==> config.mk <==
export PLATFORM = sky130hd
export DESIGN_NAME = alu_cmp_stage_flat
export DESIGN_NICKNAME = d
export VERILOG_FILES = /design/src/rtl/alu_cmp_stage_if.sv /design/src/rtl/alu_cmp_stage.sv /design/src/flat_wrapper.sv
export SDC_FILE = /design/constraint.sdc
export NUM_CORES = 1
export LEC_CHECK = 0
export ABC_CLOCK_PERIOD_IN_PS = 4500
export CAP_MARGIN = 20
export CORE_MARGIN = 4
export CORE_UTILIZATION = 40
export CTS_BUF_LIST = sky130_fd_sc_hd__clkbuf_8
export DETAILED_ROUTE_END_ITERATION = 6
export GPL_ROUTABILITY_DRIVEN = 0
export GPL_TIMING_DRIVEN = 1
export HOLD_SLACK_MARGIN = 0.08
export PLACE_DENSITY = 0.72
export SLEW_MARGIN = 20
export SYNTH_ARGS = -nofsm -noshare
export SYNTH_HDL_FRONTEND = slang
export SYNTH_SLANG_ARGS = --single-unit
==> constraint.sdc <==
create_clock -name clk -period 4.5 [get_ports clk]
set_clock_uncertainty 0.05 [all_clocks]
set_input_delay 1.125 -clock clk [delete_from_list [all_inputs] [get_ports clk]]
set_output_delay 1.125 -clock clk [all_outputs]
set_load 0.01 [all_outputs]
==> src/rtl/alu_cmp_stage_if.sv <==
// Beat-level handshake bundle between the ALU adder, the compare stage and the result mux.
// The ALU_CMP_UNSIGNED_EN macro adds the adder carry-out 'c' to the upstream side.
interface alu_cmp_stage_if #(parameter int DW = 32);
    logic          in_valid;
    logic          in_ready;
    logic [DW-1:0] s;
    logic          z;
    logic          v;
    logic          n;
    logic [2:0]    alufun;
    logic          trap_en;
`ifdef ALU_CMP_UNSIGNED_EN
    logic          c;
`endif
    logic          out_valid;
    logic          out_ready;
    logic [DW-1:0] cmp_result;
    logic          br_taken;
    logic [DW-1:0] s_out;

`ifdef ALU_CMP_UNSIGNED_EN
    modport master (output in_valid, s, z, v, n, c, alufun, trap_en, out_ready,
                    input  in_ready, out_valid, cmp_result, br_taken, s_out);
    modport slave  (input  in_valid, s, z, v, n, c, alufun, trap_en, out_ready,
                    output in_ready, out_valid, cmp_result, br_taken, s_out);
`else
    modport master (output in_valid, s, z, v, n, alufun, trap_en, out_ready,
                    input  in_ready, out_valid, cmp_result, br_taken, s_out);
    modport slave  (input  in_valid, s, z, v, n, alufun, trap_en, out_ready,
                    output in_ready, out_valid, cmp_result, br_taken, s_out);
`endif
endinterface

==> src/rtl/alu_cmp_stage.sv <==
// Registered set-on-compare stage behind the ALU adder: 2-entry skid buffer plus sticky overflow trap.
// Optional unsigned compare (LTU on code 011) is enabled by defining ALU_CMP_UNSIGNED_EN.
module alu_cmp_stage #(
    parameter int DW        = 32,
    parameter bit TRAP_ON_V = 1'b1
) (
    input  logic           clk,
    input  logic           reset,
    alu_cmp_stage_if.slave bus,
    input  logic           flush,
    input  logic           ovf_clr,
    output logic           ovf_flag
);

    typedef enum logic [1:0] {EMPTY, ONE, FULL} state_t;

    typedef struct packed {
        logic [DW-1:0] s;
        logic          cmp;
`ifdef ALU_CMP_UNSIGNED_EN
        logic          c;
`endif
    } entry_t;

    state_t state_q, state_d;
    entry_t main_q, main_d;
    entry_t skid_q, skid_d;
    entry_t in_entry;
    logic   ovf_q, ovf_d;
    logic   cmp_in;
    logic   accept, pop;

    always_comb begin
        cmp_in = 1'b0;
        case (bus.alufun)
            3'b001:  cmp_in = bus.z;
            3'b000:  cmp_in = ~bus.z;
            3'b010:  cmp_in = bus.n ^ bus.v;
            3'b110:  cmp_in = bus.n | bus.z;
            3'b101:  cmp_in = bus.n;
            3'b111:  cmp_in = ~bus.n & ~bus.z;
`ifdef ALU_CMP_UNSIGNED_EN
            3'b011:  cmp_in = ~bus.c;
`endif
            default: cmp_in = 1'b0;
        endcase
    end

    always_comb begin
        in_entry     = '0;
        in_entry.s   = bus.s;
        in_entry.cmp = cmp_in;
`ifdef ALU_CMP_UNSIGNED_EN
        in_entry.c   = bus.c;
`endif
    end

    // in_ready depends only on state and the reset pin, never on out_ready.
    assign bus.in_ready  = reset & (state_q != FULL);
    assign bus.out_valid = (state_q != EMPTY);
    assign accept        = bus.in_valid & bus.in_ready & ~flush;
    assign pop           = bus.out_valid & bus.out_ready;

    always_comb begin
        state_d = state_q;
        main_d  = main_q;
        skid_d  = skid_q;
        if (flush) begin
            state_d = EMPTY;
        end else begin
            case (state_q)
                EMPTY: if (accept) begin
                    main_d  = in_entry;
                    state_d = ONE;
                end
                ONE: begin
                    if (accept && pop) begin
                        main_d = in_entry;
                    end else if (accept) begin
                        skid_d  = in_entry;
                        state_d = FULL;
                    end else if (pop) begin
                        state_d = EMPTY;
                    end
                end
                FULL: if (pop) begin
                    main_d  = skid_q;
                    state_d = ONE;
                end
                default: state_d = EMPTY;
            endcase
        end
    end

    // Set beats clear in the same cycle: the trap must not be lost.
    always_comb begin
        ovf_d = ovf_q;
        if (ovf_clr)
            ovf_d = 1'b0;
        if (accept && TRAP_ON_V && bus.trap_en && bus.v)
            ovf_d = 1'b1;
    end

    always_ff @(posedge clk or negedge reset) begin
        if (!reset) begin
            state_q <= EMPTY;
            main_q  <= '0;
            skid_q  <= '0;
            ovf_q   <= 1'b0;
        end else begin
            state_q <= state_d;
            main_q  <= main_d;
            skid_q  <= skid_d;
            ovf_q   <= ovf_d;
        end
    end

    assign bus.cmp_result = {{(DW-1){1'b0}}, main_q.cmp};
    assign bus.br_taken   = main_q.cmp;
    assign bus.s_out      = main_q.s;
    assign ovf_flag       = ovf_q;

endmodule

==> src/flat_wrapper.sv <==
// flat-port wrapper written by rule: the top's interface ports become plain ports
module alu_cmp_stage_flat 
#(
    parameter int DW        = 32,
    parameter bit TRAP_ON_V = 1'b1
)
  (clk, reset, flush, ovf_clr, ovf_flag, bus_in_valid, bus_s, bus_z, bus_v, bus_n, bus_alufun, bus_trap_en, bus_out_ready, bus_in_ready, bus_out_valid, bus_cmp_result, bus_br_taken, bus_s_out);
  alu_cmp_stage_if #(.DW(DW)) bus_i ();
  input  logic clk;
  input  logic reset;
  input  logic flush;
  input  logic ovf_clr;
  output logic ovf_flag;
  input wire logic [$bits(bus_i.in_valid)-1:0] bus_in_valid;
  input wire logic [$bits(bus_i.s)-1:0] bus_s;
  input wire logic [$bits(bus_i.z)-1:0] bus_z;
  input wire logic [$bits(bus_i.v)-1:0] bus_v;
  input wire logic [$bits(bus_i.n)-1:0] bus_n;
  input wire logic [$bits(bus_i.alufun)-1:0] bus_alufun;
  input wire logic [$bits(bus_i.trap_en)-1:0] bus_trap_en;
  input wire logic [$bits(bus_i.out_ready)-1:0] bus_out_ready;
  output wire logic [$bits(bus_i.in_ready)-1:0] bus_in_ready;
  output wire logic [$bits(bus_i.out_valid)-1:0] bus_out_valid;
  output wire logic [$bits(bus_i.cmp_result)-1:0] bus_cmp_result;
  output wire logic [$bits(bus_i.br_taken)-1:0] bus_br_taken;
  output wire logic [$bits(bus_i.s_out)-1:0] bus_s_out;
  assign bus_i.in_valid = bus_in_valid;
  assign bus_i.s = bus_s;
  assign bus_i.z = bus_z;
  assign bus_i.v = bus_v;
  assign bus_i.n = bus_n;
  assign bus_i.alufun = bus_alufun;
  assign bus_i.trap_en = bus_trap_en;
  assign bus_i.out_ready = bus_out_ready;
  assign bus_in_ready = bus_i.in_ready;
  assign bus_out_valid = bus_i.out_valid;
  assign bus_cmp_result = bus_i.cmp_result;
  assign bus_br_taken = bus_i.br_taken;
  assign bus_s_out = bus_i.s_out;
  alu_cmp_stage #(.DW(DW), .TRAP_ON_V(TRAP_ON_V)) u_core (.clk(clk), .reset(reset), .bus(bus_i), .flush(flush), .ovf_clr(ovf_clr), .ovf_flag(ovf_flag));
endmodule
**Yosys cells after proc, flatten, opt, wreduce, memory -nomap -nowiden**

Cells that the tools add are included.

- Multiplexer cells: 14
- Bitwise gates (word level): 11
- Equal/unequal tests: 15
- Reductions and logical operators: 11

Operators with widths:

| operator | count |
|---|---|
| $mux W33 | 3 |
| $pmux W33 S3 | 1 |
| $mux W2 | 6 |
| $eq A3 B3 Y1 const B | 3 |
| $reduce_and A4 Y1 | 2 |
| $ne A2 B1 Y1 const B | 3 |
| $ne A3 B2 Y1 const B | 2 |
| $pmux W1 S6 | 1 |
| $pmux W2 S3 | 1 |
| $and A1 B1 Y1 | 5 |
| $reduce_and A5 Y1 | 1 |
| $ne A4 B2 Y1 const B | 1 |
| $not A1 Y1 | 4 |
| $reduce_bool A2 Y1 | 2 |
| $eq A3 B1 Y1 const B | 1 |
| $eq A3 B2 Y1 const B | 1 |
| $logic_and A1 B1 Y1 | 3 |
| $logic_not A3 Y1 | 1 |
| $ne A3 B3 Y1 const B | 1 |
| $reduce_bool A3 Y1 | 1 |
| $eq A2 B1 Y1 const B | 1 |
| $eq A2 B2 Y1 const B | 1 |
| $logic_not A2 Y1 | 1 |
| $mux W1 | 2 |
| other kinds (3) | 3 |

- Output and inout bits: 68
- Input bits: 45
- Register bits: 69

**Longest topological paths before layout**

- Word-level depth: 8
- Gate-level depth with buffers: 8

**Worst setup path after synthesis**

No wires, ideal clock.

- Path kind: input port to output port
- Start: input reset
- End: output bus_in_ready
- Path buffers: 0
- Arrival time: 1271 ps
- Path slack: 2054 ps
- Data required time: 3325 ps
- Stages: 1
- Cell sequence: and2_1

- Longest elaborated chain between the ends: 1

RTL lines:

| what | line | text |
|---|---|---|
| start: declaration | flat_wrapper.sv:10 | `input logic reset;` |
| $and A1 B1 Y1 | alu_cmp_stage.sv:59 | `assign bus.in_ready = reset & (state_q != FULL);` |
| end: declaration | flat_wrapper.sv:22 | `output wire logic [$bits(bus_i.in_ready)-1:0] bus_in_ready;` |

Every way passes these cells.

**Final worst setup path**

Ends and elaborated chain as after synthesis.

==> results.toml <==
[yosys]
seq_area_frac_synth = 0.535
postSynthAreaPerCell_um2 = 10.1
synth.ff_latch_count = 69
syn_area_um2 = 3230
post_synth_inst_count = 319
netlist-cell-type-count = 29
yosys_warnings = 0

[sta]
max_clock_freq_mhz = 327
layout_worst_path_cycle_share = 0.680
slew_headroom = 0.381
final_hold_viol_count = 0
rsz0062_at_grt = "false"
tightestPinTransition_ns = 0.928
period_needed_ns = 3.06
totalNegativeSetupSlack_ns = 0
timing.final.setup_violations = 0
timing_max_transition_violations_final = 0

[cells_and_area]
final_nets = 438
final_util = 0.538
final_layout_size_suffix_gt1_frac = 0.141
layout-area-overhead-vs-synth_pct = 29.6
number_of_antenna_repair_diodes = 0

[clocking]
cts_post_setup_buffers_inserted = 0
tritoncts = "built"
path_clk_slew_ns = 0.07
root_buffer_master = "sky130_fd_sc_hd__clkbuf_8"
hold_bufs_at_cts = 0
insertion_delay_ns = 0.33
h-tree-depth = 3
cts_sinks = 69
cts.repair.resized = 0
cts-buffers-inserted = 9
clk_path_buf_depth = 2

[worst_setup_path]
cp-start-kind = "input port"
end_kind = "output port"
crit_fanout = 3
data_arrival_time_of_the_worst_path_ns = 1.89
r2r-start = "u_core.state_q[1]$_DFFE_PN0P_"
required_ns = 3.32
path_class = "in2out"
r2r_cells = 6
timing.rr.end = "u_core.bus.s_out[15]$_DFFE_PN0P_"
timing.reg2reg.setup_slack_ns = 1.88

[hold_path]
min_from = "u_core.skid_q[22]$_DFFE_PN0P_"
holdCritPathClass = "reg2reg"
worst_hold_path_cells = 1
endpoint_of_the_worst_hold_path = "u_core.skid_q[22]$_DFFE_PN0P_"

[global_route]
grt-ovfl-total = 0
global_route.usage.met2 = 0.226
use_met3 = 0.0550
gr-usage-all-layers = 0.142
grt_max_degree = 70
grt_use_met1 = 0.178
antenna_found_initial = 0
number_of_global_route_vias_before_repair = 2361
grt_first_pass_wirelength_um = 11100
grt_most_used_layer = "met2"

[routing]
detailedRoute.firstPassIterationCount = 4
routed_wire_length_per_instance_um = 13.2
totalWireLength_um = 6620
drc_violation_count_after_routing = 0
drt-initial-drc-count = 116
routed_via_density = 4.76
vias = 2380
ant_nets = 0

[floorplan]
num_io_pins = 113
die_width_um = 97.8
die_height_um = 97.8
design.core.area_um2 = 7770
fp.dieArea_um2 = 9570
initial_utilization = 0.415
rows = 32

[status]
result_of_the_run = "finished clean"

[power]
vdd_ir_drop_max_uv = 165
cellPowerDensity_nw_per_um2 = 400
leakagePower_nw = 1.87
power_mw = 1.67

[place]
placement.io_buffers = 81
dp_hpwl_um = 4390

[flow_run]
maxCapViolCount = 0
==> power breakdown <==
group	internal [mW]	switching (mW)
clock network	0.305	0.219
registers	0.729	0.0575
logic	0.215	0.148
==> registers in the layout (all words and copies together), names as in the netlist <==
signal / cells
u_core.bus.s_out: 32
u_core.state_q: 2
u_core.bus.br_taken: 1
u_core.skid_q: 33
u_core.ovf_flag: 1
==> logic make-up (layout without fill, tap and decap cells) <==
logic type	after synthesis	in the layout	synth area share
and+or+nand+nor	116	116	0.147
DFF	69	69	0.535
buffers and inverters	56	105	0.113
AOI/OAI and AO/OA	43	43	0.0861
muxes	33	33	0.115
other	1	31	0.00116
xor gates and xnor gates	1	1	0.00271
==> per-layer routing <==
metal | wire, µm | vias up | part of all wire
met5 | 0 | - | 0
met4 | 68 | 0 | 0.010
met3 | 595 | 7 | 0.090
met2 | 3010 | 102 | 0.45
met1 | 2950 | 1118 | 0.45
li1 | - | 1153 | -
==> critical path: stages <==
cell	delay [ns]
sky130_fd_sc_hd__buf_2	0.10
sky130_fd_sc_hd__and2_1	0.13
sky130_fd_sc_hd__clkdlybuf4s50_1	0.53
==> synth_stat cells <==
master,count,area (µm²)
sky130_fd_sc_hd__mux2i_1,1,10.0
sky130_fd_sc_hd__buf_4,35,263
sky130_fd_sc_hd__and4bb_2,1,12.5
sky130_fd_sc_hd__a21oi_2,1,8.76
sky130_fd_sc_hd__a31oi_1,33,206
sky130_fd_sc_hd__buf_2,7,35.0
sky130_fd_sc_hd__nand2b_1,1,6.26
sky130_fd_sc_hd__nand2_2,1,6.26
sky130_fd_sc_hd__nand3_1,3,15.0
sky130_fd_sc_hd__o21ai_0,3,15.0
sky130_fd_sc_hd__inv_2,1,3.75
sky130_fd_sc_hd__a21o_1,1,7.51
sky130_fd_sc_hd__nor2b_1,3,18.8
sky130_fd_sc_hd__nand3b_1,1,7.51
sky130_fd_sc_hd__conb_1,1,3.75
sky130_fd_sc_hd__inv_1,4,15.0
sky130_fd_sc_hd__dfrtp_1,69,1730
sky130_fd_sc_hd__nor2_1,36,135
sky130_fd_sc_hd__xnor2_1,1,8.76
sky130_fd_sc_hd__and2_1,1,6.26
sky130_fd_sc_hd__buf_6,2,22.5
sky130_fd_sc_hd__o211ai_1,3,22.5
sky130_fd_sc_hd__a211o_1,1,8.76
sky130_fd_sc_hd__mux2_2,32,360
sky130_fd_sc_hd__nand4b_1,1,8.76
sky130_fd_sc_hd__o32ai_1,1,8.76
sky130_fd_sc_hd__nand2_1,67,251
sky130_fd_sc_hd__clkbuf_1,7,26.3
sky130_fd_sc_hd__or2_2,1,6.26
==> through the flow <==
stage,cells,instance area (µm²),hold WS (ns),worst slack [ns]
final,500,4180,0.458,1.44
after global routing,500,4180,0.471,1.40
after CTS,500,4180,0.461,1.43
after detailed placement,484,3980,0.445,1.18
after global placement,484,3980,0.440,1.25
after floorplan,349,3340,0.430,2.05
==> layout by cell type (no fill, tap or decap), types with 2 or more instances in the layout <==
master                            netlist  final
sky130_fd_sc_hd__a31oi_1               33     33
sky130_fd_sc_hd__buf_4                 35      2
sky130_fd_sc_hd__bufinv_16              0      2
sky130_fd_sc_hd__clkbuf_8               0      9
sky130_fd_sc_hd__clkdlybuf4s50_1        0     80
sky130_fd_sc_hd__clkinv_2               0      3
sky130_fd_sc_hd__conb_1                 1     31
sky130_fd_sc_hd__dfrtp_1               69     69
sky130_fd_sc_hd__inv_1                  4      6
sky130_fd_sc_hd__mux2_2                32     32
sky130_fd_sc_hd__nand2_1               67     67
sky130_fd_sc_hd__nand3_1                3      3
sky130_fd_sc_hd__nor2_1                36     36
sky130_fd_sc_hd__nor2b_1                3      2
sky130_fd_sc_hd__o211ai_1               3      3
sky130_fd_sc_hd__o21ai_0                3      3
==> worst max-delay path by stage <==
| stage | from | end | depth (start not counted) |
|---|---|---|---|
| 2_1_floorplan | reset | bus_in_ready | 1 |
| 3_5_place_dp | flush | u_core.skid_q[1]$_DFFE_PN0P_ | 4 |
| 6_report | reset | bus_in_ready | 3 |
| 5_1_grt | reset | bus_in_ready | 3 |
| 3_3_place_gp | flush | u_core.skid_q[32]$_DFFE_PN0P_ | 4 |
| 4_1_cts | reset | bus_in_ready | 3 |
==> layout make-up <==
type / count / area, µm²
sequential: 69 / 1730
tap: 102 / 128
fill: 687 / 3580
clock buffer: 9 / 124
multi-input combinational: 224 / 1260
clock inverter: 7 / 82.6
inverter: 5 / 18.8
timing repair buffer: 84 / 841
Note: power is estimated with default switching activity, not from simulation.
